**src/rtl/corner_chain_tester.sv**
```systemverilog
// Sequencer/checker for the global-clock corner register chain: flush, probe latency,
// stream an LFSR pattern through the chain and count mismatches.
module corner_chain_tester #(
  parameter int unsigned MAX_LAT = 16,
  parameter int unsigned PAT_LEN = 64,
  parameter logic [15:0] SEED    = 16'hACE1
) (
  input  logic                         clk,
  input  logic                         rst,
  input  logic                         start,
  output logic                         chain_in,
  input  logic                         chain_out,
  output logic                         busy,
  output logic                         done,
  output logic                         pass,
  output logic                         timeout,
  output logic [$clog2(MAX_LAT+1)-1:0] lat_measured,
  output logic [7:0]                   err_count
);

  localparam int unsigned LW = $clog2(MAX_LAT + 1);
  localparam int unsigned IW = $clog2(MAX_LAT);

  typedef enum logic [2:0] {
    S_IDLE, S_FLUSH, S_PROBE, S_STREAM, S_DRAIN, S_DONE
  } state_t;

  state_t             state;
  logic [LW-1:0]      cnt;
  logic [15:0]        lfsr;
  logic [15:0]        pat_cnt;
  logic [15:0]        cmp_cnt;
  logic [MAX_LAT-1:0] hist;
  logic [MAX_LAT-1:0] vhist;

  logic [IW-1:0] tap_c;
  logic          cmp_c;
  logic          mis_c;
  logic          last_cmp_c;
  logic          lfsr_fb_c;
  logic [7:0]    err_next_c;

  // hist[L-1] holds the chain_in value that should be leaving the chain this cycle
  assign tap_c      = IW'(lat_measured - LW'(1));
  assign cmp_c      = ((state == S_STREAM) || (state == S_DRAIN)) && vhist[tap_c];
  assign mis_c      = cmp_c && (chain_out != hist[tap_c]);
  assign err_next_c = (mis_c && (err_count != 8'hFF)) ? err_count + 8'd1 : err_count;
  assign last_cmp_c = cmp_c && (cmp_cnt == 16'(PAT_LEN - 1));
  assign lfsr_fb_c  = lfsr[0] ^ lfsr[2] ^ lfsr[3] ^ lfsr[5];

  always_ff @(posedge clk) begin
    if (rst) begin
      state        <= S_IDLE;
      chain_in     <= 1'b0;
      busy         <= 1'b0;
      done         <= 1'b0;
      pass         <= 1'b0;
      timeout      <= 1'b0;
      lat_measured <= '0;
      err_count    <= '0;
      lfsr         <= SEED;
      cnt          <= '0;
      pat_cnt      <= '0;
      cmp_cnt      <= '0;
      hist         <= '0;
      vhist        <= '0;
    end else begin
      hist  <= {hist[MAX_LAT-2:0], chain_in};
      vhist <= {vhist[MAX_LAT-2:0], state == S_STREAM};
      case (state)
        S_IDLE, S_DONE: begin
          if (start) begin
            state        <= S_FLUSH;
            busy         <= 1'b1;
            done         <= 1'b0;
            pass         <= 1'b0;
            timeout      <= 1'b0;
            lat_measured <= '0;
            err_count    <= '0;
            lfsr         <= SEED;
            cnt          <= '0;
            pat_cnt      <= '0;
            cmp_cnt      <= '0;
            chain_in     <= 1'b0;
          end
        end
        S_FLUSH: begin
          if (cnt == LW'(MAX_LAT - 1)) begin
            state    <= S_PROBE;
            chain_in <= 1'b1;
            cnt      <= '0;
          end else begin
            cnt <= cnt + LW'(1);
          end
        end
        // cnt is 0 during the pulse cycle, so a hit at cnt==c means latency c
        S_PROBE: begin
          chain_in <= 1'b0;
          if ((cnt != '0) && chain_out) begin
            lat_measured <= cnt;
            state        <= S_STREAM;
            chain_in     <= lfsr[0];
            lfsr         <= {lfsr_fb_c, lfsr[15:1]};
            pat_cnt      <= 16'd1;
          end else if (cnt == LW'(MAX_LAT)) begin
            timeout <= 1'b1;
            state   <= S_DONE;
            busy    <= 1'b0;
            done    <= 1'b1;
            pass    <= 1'b0;
          end else begin
            cnt <= cnt + LW'(1);
          end
        end
        S_STREAM: begin
          err_count <= err_next_c;
          if (cmp_c) cmp_cnt <= cmp_cnt + 16'd1;
          if (pat_cnt == 16'(PAT_LEN)) begin
            state    <= S_DRAIN;
            chain_in <= 1'b0;
          end else begin
            chain_in <= lfsr[0];
            lfsr     <= {lfsr_fb_c, lfsr[15:1]};
            pat_cnt  <= pat_cnt + 16'd1;
          end
        end
        S_DRAIN: begin
          err_count <= err_next_c;
          if (cmp_c) cmp_cnt <= cmp_cnt + 16'd1;
          if (last_cmp_c) begin
            state <= S_DONE;
            busy  <= 1'b0;
            done  <= 1'b1;
            pass  <= (err_next_c == 8'd0);
          end
        end
        default: state <= S_IDLE;
      endcase
    end
  end

endmodule
```
**config.mk**
```make
export PLATFORM = sky130hd
export DESIGN_NAME = corner_chain_tester
export DESIGN_NICKNAME = d
export VERILOG_FILES = /design/src/rtl/corner_chain_tester.sv
export SDC_FILE = /design/constraint.sdc
export NUM_CORES = 1
export LEC_CHECK = 0
export ABC_AREA = 1
export CORE_ASPECT_RATIO = 1.4
export CORE_MARGIN = 8
export CORE_UTILIZATION = 44
export DETAILED_ROUTE_END_ITERATION = 16
export PLACE_DENSITY = 0.59
export RECOVER_POWER = 50
export SYNTH_ARGS = -nofsm -noshare
export SYNTH_HDL_FRONTEND = slang
export SYNTH_SLANG_ARGS = --single-unit
```
**constraint.sdc**
```tcl
create_clock -name clk -period 3.3 [get_ports clk]
set_input_delay 0.33 -clock clk [delete_from_list [all_inputs] [get_ports clk]]
set_output_delay 0.33 -clock clk [all_outputs]
set_load 0.05 [all_outputs]
```
Word level (Yosys, flattened, before mapping)
Index checks and enable logic that the tools add are counted.
Storage, ports and cells
  bits in registers: 106
  input bits: 4
  output and inout bits: 18
  logic and storage cells: 119
Cells by class
  add/subtract/negate cells: 5
  magnitude comparators: 1
  equal/unequal tests: 22
  muxes and demuxes: 48
  bitwise logic cells: 3
  reduce and logical (&&, ||, !) cells: 26
Operators with widths (number)
  two-way mux 16 bit: 7
  one-hot mux 16 bit (3 select lines): 2
  adder 16 x 1 -> 16 bit, second input constant: 2
  one-hot mux 16 bit (2 select lines): 1
  two-way mux 5 bit: 5
  two-way mux 3 bit: 6
  == test 16 x 6 -> 1 bit, second input constant: 1
  == test 16 x 7 -> 1 bit, second input constant: 1
  two-way mux 8 bit: 2
  inequality test 2 bit, second input constant: 8
  one-hot mux 8 bit (2 select lines): 1
  one-hot mux 3 bit (5 select lines): 1
  one-hot mux 5 bit (3 select lines): 1
  two-way mux 1 bit: 14
  AND reduction 4 bit: 3
  one-hot mux 5 bit (2 select lines): 1
  AND reduction 5 bit: 2
  one-hot mux 1 bit (3 select lines): 3
  AND reduction 3 bit: 3
  nonzero test 3 bit: 3
  adder 8 x 1 -> 8 bit, second input constant: 1
  binary-select mux 1 bit (select 4 bit): 2
  zero test 8 bit: 1
  inequality test 8 bit, second input constant: 1
  22 further kinds: 33

Longest topological paths before layout
Gate-level depths: netlist (run 1).
  depth in word-level cells: 10
  depth in mapped cells: 22

Worst setup path after synthesis (run 1)
Ideal clock, no wire load.
  path type: register -> register
  from: register lat_measured[0]
  to: register cmp_cnt[11]
  library setup time: 0.119 ns
  arrival time: 2.839 ns
  required time: 3.181 ns
  slack: 0.342 ns
  stages on the path, launching flop included: 19
  buffers on the path: 3
  path through: dfxtp_1 > buf_2 > inv_2 > buf_4 > ha_1 > buf_2 > inv_1 > nand3_1 > nand3_1 > nand3_1 > nand2_1 > nand2_1 > nand2_2 > nor2_1 > nand3b_1 > nor2_2 > nand3_1 > o21ai_0 > a21oi_1
On the way
  longest elaborated chain between the ends: 6
RTL lines
  start: declaration: line 17  | output logic [$clog2(MAX_LAT+1)-1:0] lat_measured,
  start signal: assignment: line 100  | lat_measured <= cnt;
  subtractor 4 x 1 -> 4 bit: line 44  | assign tap_c = IW'(lat_measured - LW'(1));
  binary-select mux 1 bit (select 4 bit): line 45  | assign cmp_c = ((state == S_STREAM) || (state == S_DRAIN)) && vhist[tap_c];
  two-way mux 1 bit (implied by the code): line 45
  logical AND 1 bit: line 45
  inequality test 2 x 1 -> 1 bit (no source line)
  AND reduction 3 bit (no source line)
  end signal: assignment: line 117  | if (cmp_c) cmp_cnt <= cmp_cnt + 16'd1;
  end signal: assignment: line 129  | if (cmp_c) cmp_cnt <= cmp_cnt + 16'd1;
  end: declaration: line 32  | logic [15:0] cmp_cnt;
No other way between the ends. The select of a mux whose other input is x is not followed.
A chain may end at the register's enable or synchronous reset.

Final worst setup path (run 1)
  from: register lat_measured[1]
  to: register cmp_cnt[11]
The elaborated chain is that of the path after synthesis.

==> impl_metrics.env, run 1 <==
export IMPL_cts_num_sinks=106
export IMPL_die_x_um=106.8
export IMPL_hold_viol=0
export IMPL_cts_repair_resized=0
export IMPL_finalCriticalPeriod_ns=2.835
export IMPL_outcome="finished with violations"
export IMPL_coreArea_um2=11280
export IMPL_routed_wirelength_mm=11.20
export IMPL_grt_overflow=0
export IMPL_maxCapViolations=1
export IMPL_grt_pass1_vias=4224
export IMPL_ys_seq_area_frac=0.4179
export IMPL_synthDistinctLibCells=44
export IMPL_hpwl_mm=8.282
export IMPL_yosys_most_used_dff="dfxtp_1"
export IMPL_synth_async_reset_ratio=0
export IMPL_io_pins=22
export IMPL_path_clk_slew_ns=0.07
export IMPL_synth_top_area_frac=0.4179
export IMPL_grt_max_degree=59
export IMPL_synth_common_cells="nand2_1, inv_1, dfxtp_1"
export IMPL_yosys_warnings=0
export IMPL_timing_rr_end="cmp_cnt[11]$_SDFFE_PP0P_"
export IMPL_gp_congestion=0.8673
export IMPL_crit_type="register to register"
export IMPL_viasPerCell=5.066
export IMPL_fmax_mhz=352.7
export IMPL_crit_chain="inv_1 -> ha_1 -> inv_1 -> nand3_1 -> nand3_1 -> nand3_1 -> nand2_1 -> nand2_1 -> nand2_1 -> nor2_1 -> nand3b_1 -> nor2_2 -> nand3_1 -> o21ai_0 -> a21oi_1"
export IMPL_clock_skew_ns=0.01114
export IMPL_violations="capacitance limit, slew limit"
export IMPL_r2r_start="lat_measured[1]$_SDFFE_PP0P_"
export IMPL_hold_path_class="register to register"
export IMPL_whs_ns=0.4219
export IMPL_die_area_um2=15280
export IMPL_max_slew_margin=-0.7369
export IMPL_fin_nets=753
export IMPL_required_ns=3.53
export IMPL_root_buffer="clkbuf_16"
export IMPL_diodes=0
export IMPL_cts_setup_buffers=0
export IMPL_drv_slew=59
export IMPL_ys_ff_latch=106
export IMPL_cpMostUsedCell="nand3_1"
export IMPL_drive_above_1_share=0.06040
export IMPL_worstRegToRegCells=15
export IMPL_timing_setup_tns_ns=0
export IMPL_synth_area_leaders="dfxtp_1, nand2_1, inv_1, nand3_1, nor2_1"
export IMPL_final_util=0.5053
export IMPL_synth_nets=733
export IMPL_syn_avg_cell_area_um2=7.052
export IMPL_switching_power_mw=1.922
export IMPL_yosys_area_top_type="dfxtp_1"
export IMPL_powerDensity_nw_per_um2=766.6
export IMPL_endpoint_kind="register"
export IMPL_crit_arrival_ns=3.06
export IMPL_h_tree_depth=3
export IMPL_finalSetupViolations=0
export IMPL_cts_hold_buffers=0
export IMPL_vias=4504
export IMPL_synth_edf_count=0
export IMPL_p_clk_frac=0.239
export IMPL_area_growth_pct=12.27
export IMPL_worstSetupEndpoint="cmp_cnt[11]$_SDFFE_PP0P_"
export IMPL_port_buffers=21
export IMPL_dp_slack_ns=0.6158
export IMPL_crit_path_start_kind="register"
export IMPL_startpoint="lat_measured[1]$_SDFFE_PP0P_"
export IMPL_antenna_found_initial=0
export IMPL_clkLatencyLatePin_ns=0.35
export IMPL_p_int_mw=2.448
export IMPL_fillers=1189
export IMPL_first_pass_iters=5
export IMPL_ff2ff_setup_slack_ns=0.47
export IMPL_syn_area_um2=5077
export IMPL_cts_max_path_buffers=2
export IMPL_setup_ws_ns=0.4651
export IMPL_final_antenna_net_count=0
export IMPL_start_util=0.4501
export IMPL_wire_per_inst_um=12.60
export IMPL_drc=0
export IMPL_vdd_drop_max_mv=0.3781
export IMPL_rsz0062_at_grt="no"
export IMPL_cts_made_buffers=9
export IMPL_grt_pass1_wl_mm=19.13
export IMPL_worst_path_largest_cell_delay_ns=0.47
export IMPL_grt_usage=0.1520
export IMPL_p_leak_nw=2.316
export IMPL_whs_path_depth=2
export IMPL_seq_power_share=0.342
export IMPL_swShare=0.4398
export IMPL_crit_fanout=9
export IMPL_p_total_mw=4.370
export IMPL_initialDrtViolationCount=208
export IMPL_syn_inst=720
export IMPL_tightest_slew_ns=2.605
export IMPL_comb_power_share=0.419
export IMPL_cts_tree="yes"
export IMPL_finalCritPeriodShare=0.8591
export IMPL_dieHeight_um=143.1
export IMPL_fp_row_count=46
export IMPL_yosysMostFrequentCell="nand2_1"
export IMPL_crit_slowest_cell="ha_1"
## cells in the final DEF, fill, tap and decap left out, types with 3 or more instances in the layout
cell type      Yosys  final
nand2_1          158    159
inv_1            112    112
dfxtp_1          106    106
nor2_1            75     75
nand3_1           64     64
a21oi_1           51     51
nor3_1            21     21
dlygate4sd3_1      0     18
o21ai_0           17     17
nand4_1           11     11
ha_1               9      9
clkbuf_16          0      9
nor2_2             7      7
xor2_1             7      7
a211oi_1           7      7
inv_2              6      6
a31oi_1            6      6
nor4_1             5      5
o21ai_1            5      5
a32o_1             4      4
xnor2_1            4      4
a32oi_1            3      3
## critical path, delay by kind of cell (launching register included)
family	cells	cell delay [ns]
buffers and inverters	2	0.30
and+or+nand+nor	10	1.34
adders and majority gates	1	0.47
DFF	1	0.35
AOI/OAI and AO/OA	2	0.26
## routing by layer
metal  vias up  GRT usage  wire length (µm)
li1       2364          -                 -
met5         -          0                 0
met2        61     0.2691              5579
met1      2070     0.1796              5174
met3         9    0.02661               307
met4         0    0.04981               142
## power by group through the flow
stage | Clock, mW | Sequential [mW] | Combinational [mW]
after detailed placement | 0 | 1.52 | 1.85
after global placement | 0 | 1.52 | 1.82
after global routing | 1.14 | 1.51 | 2.03
after CTS | 1.08 | 1.50 | 1.86
after floorplan | 0 | 1.67 | 1.24
final | 1.04 | 1.49 | 1.83
## worst min path at each step
stage / from / end / slack, ns
5_1_grt: vhist[10]$_SDFF_PP0_ / vhist[11]$_SDFF_PP0_ / 0.44
2_1_floorplan: hist[9]$_SDFF_PP0_ / hist[10]$_SDFF_PP0_ / 0.40
6_report: hist[5]$_SDFF_PP0_ / hist[6]$_SDFF_PP0_ / 0.42
3_5_place_dp: hist[1]$_SDFF_PP0_ / hist[2]$_SDFF_PP0_ / 0.41
3_3_place_gp: hist[5]$_SDFF_PP0_ / hist[6]$_SDFF_PP0_ / 0.41
4_1_cts: rst / lfsr[6]$_SDFFE_PP1P_ / 0.40
## state kept, by name, indices dropped and copies added, names as in the netlist, 3 cells and up
signal        flops
cnt               5
cmp_cnt          16
err_count         8
hist             16
lfsr             16
vhist            16
lat_measured      5
state             3
pat_cnt          16
## cells by family after synthesis
| kind of cell | after synthesis | share of synthesized area |
|---|---|---|
| flops | 106 | 0.4179 |
| compound gates | 101 | 0.1185 |
| xor+xnor | 11 | 0.01897 |
| buf+inv | 135 | 0.1035 |
| simple gates | 358 | 0.3189 |
| fa+ha+maj | 9 | 0.02218 |
## through the flow
stage          std cells  cell area [µm²]
2_1_floorplan        720             5077
3_3_place_gp         873             5413
3_5_place_dp         873             5413
4_1_cts              889             5708
5_1_grt              889             5700
6_report             889             5700
## cell type report
cell class / instances / area [µm²] / share of cell area
flip-flops and latches: 106 / 2122 / 0.3723
multi-input cells: 479 / 2427 / 0.4258
clock inverters: 6 / 56.30 / 0.009877
repair buffers: 24 / 222.7 / 0.03907
clock buffers: 10 / 239.0 / 0.04192
inverters: 120 / 452.9 / 0.07946
well taps: 144 / 180.2 / 0.03161
Note: power is estimated with default switching activity, not from simulation.
==> run 2, diff against run 1 <==
--- a/config.mk
+++ b/config.mk
@@ -6,7 +6,6 @@
 export NUM_CORES = 1
 export LEC_CHECK = 0
 export ABC_AREA = 1
-export CORE_ASPECT_RATIO = 1.4
 export CORE_MARGIN = 8
 export CORE_UTILIZATION = 44
 export DETAILED_ROUTE_END_ITERATION = 16
==> run 2 against run 1 <==
Net effect: clock skew fell by 0.0030 ns; register-to-register slack lost 0.04 ns; flip-flop and latch count unchanged; critical endpoint is now lfsr[5]$_SDFFE_PP1P_; cell count decreased by 0.11%; first-iteration DRC count decreased by 22%; highest routed layer unchanged; clock power grew 6%; maximum frequency decreased by 1.5%; the run now ends clean; via count decreased by 2.2%; non-clock buffer count is the same.
==> impl_metrics.env, run 2 (synthesis results as in run 1) <==
export IMPL_outcome="finished clean"
export IMPL_gp_congestion=0.8872
export IMPL_initialDrtViolationCount=163
export IMPL_p_leak_nw=2.328
export IMPL_hold_viol=0
export IMPL_cts_max_path_buffers=2
export IMPL_crit_slowest_cell="nor3_1"
export IMPL_vdd_drop_max_mv=0.5538
export IMPL_area_growth_pct=12.30
export IMPL_crit_path_start_kind="register"
export IMPL_drc=0
export IMPL_die_area_um2=15230
export IMPL_comb_power_share=0.410
export IMPL_antenna_found_initial=0
export IMPL_final_util=0.5036
export IMPL_rsz0062_at_grt="no"
export IMPL_switching_power_mw=1.863
export IMPL_diodes=0
export IMPL_required_ns=3.51
export IMPL_hold_path_class="register to register"
export IMPL_p_clk_frac=0.250
export IMPL_root_buffer="clkbuf_16"
export IMPL_crit_type="register to register"
export IMPL_path_clk_slew_ns=0.07
export IMPL_dp_slack_ns=0.5777
export IMPL_routed_wirelength_mm=11.04
export IMPL_crit_arrival_ns=3.09
export IMPL_cts_hold_buffers=0
export IMPL_regArea_um2=2122
export IMPL_port_buffers=21
export IMPL_drive_above_1_share=0.06040
export IMPL_grt_max_degree=34
export IMPL_cpMostUsedCell="inv_2"
export IMPL_dieHeight_um=123.4
export IMPL_grt_pass1_vias=4192
export IMPL_coreArea_um2=11320
export IMPL_worst_path_largest_cell_delay_ns=0.78
export IMPL_max_slew_margin=0.1134
export IMPL_tightest_slew_ns=1.330
export IMPL_wire_per_inst_um=12.43
export IMPL_die_x_um=123.4
export IMPL_h_tree_depth=3
export IMPL_crit_chain="inv_2 -> nor3_1 -> inv_2 -> or2_0 -> nand2_1 -> nor2_4 -> nor2_8 -> inv_4 -> nor2_8 -> inv_2 -> nor2_1 -> a31oi_1"
export IMPL_viasPerCell=4.959
export IMPL_grt_overflow=0
export IMPL_layout_common_cells="nand2_1, inv_1, dfxtp_1"
export IMPL_endpoint_kind="register"
export IMPL_multiInputGateArea_um2=2416
export IMPL_whs_ns=0.4152
export IMPL_fin_nets=753
export IMPL_cts_tree="yes"
export IMPL_grt_pass1_wl_mm=18.88
export IMPL_final_antenna_net_count=0
export IMPL_layout_commonest_cell="nand2_1"
export IMPL_cts_made_buffers=9
export IMPL_swShare=0.4246
export IMPL_clkLatencyLatePin_ns=0.36
export IMPL_drv_slew=0
export IMPL_fillers=1166
export IMPL_cts_setup_buffers=0
export IMPL_finalCriticalPeriod_ns=2.878
export IMPL_timing_setup_tns_ns=0
export IMPL_grt_usage=0.1527
export IMPL_crit_fanout=11
export IMPL_clock_skew_ns=0.008118
export IMPL_start_util=0.4485
export IMPL_seq_power_share=0.340
export IMPL_first_pass_iters=5
export IMPL_fp_row_count=39
export IMPL_p_total_mw=4.387
export IMPL_io_pins=22
export IMPL_setup_ws_ns=0.4222
export IMPL_cts_num_sinks=106
export IMPL_finalCritPeriodShare=0.8721
export IMPL_powerDensity_nw_per_um2=769.5
export IMPL_maxCapViolations=0
export IMPL_cts_repair_resized=0
export IMPL_hpwl_mm=8.204
export IMPL_finalSetupViolations=0
export IMPL_fmax_mhz=347.5
export IMPL_vias=4404
export IMPL_p_int_mw=2.524
run 2: cell types whose count changed in the layout (fill, tap and decap cells not counted), sizes merged:
cell	previous run	this run
inv	122	119
bufinv	0	1
clkinv	3	4
buf	2	3
run 2: power by group through the flow:
stage                     Clock, mW  Sequential [mW]  Combinational (mW)
final                          1.10             1.49                1.80
after global routing           1.17             1.51                2.01
after CTS                      1.13             1.50                1.84
after detailed placement          0             1.53                1.83
after global placement            0             1.52                1.81
after floorplan                   0             1.67                1.24
run 2: layout make-up:
cell class,instances,area share
multi-input combinational,479,0.4237
sequential,106,0.3722
inverter,120,0.07944
clock buffer,11,0.04433
timing repair buffer,24,0.03972
tap,143,0.03138
clock inverter,5,0.009217
run 2: layer usage:
metal / GRT usage / wire length (µm) / vias up
met1: 0.1848 / 5467 / 2004
li1: - / - / 2353
met4: 0.05267 / 154 / 0
met2: 0.2592 / 5095 / 37
met5: 0 / 0 / -
met3: 0.03744 / 318 / 10
run 2: stage by stage:
stage                     cell area, µm²  std cells
after global routing                5702        888
after detailed placement            5411        872
after CTS                           5717        888
after floorplan                     5077        720
final                               5702        888
after global placement              5411        872
run 2: final timing paths:
kind                                            start                    to  slack (ns)  cells past startpoint
worst max-delay path            state[1]$_SDFFE_PP0P_  lfsr[5]$_SDFFE_PP1P_        0.42                     12
worst min register to register    vhist[2]$_SDFF_PP0_   vhist[3]$_SDFF_PP0_        0.42                      2
worst max register to register  state[1]$_SDFFE_PP0P_  lfsr[5]$_SDFFE_PP1P_        0.42                     12
worst min-delay path              vhist[2]$_SDFF_PP0_   vhist[3]$_SDFF_PP0_        0.42                      2
run 2: worst max-delay path, delay by kind of cell, from the launching register on:
kind | cells | cell delay (ns)
buffers and inverters | 4 | 0.45
and+or+nand+nor | 7 | 1.74
DFF | 1 | 0.48
AOI/OAI and AO/OA | 1 | 0.06
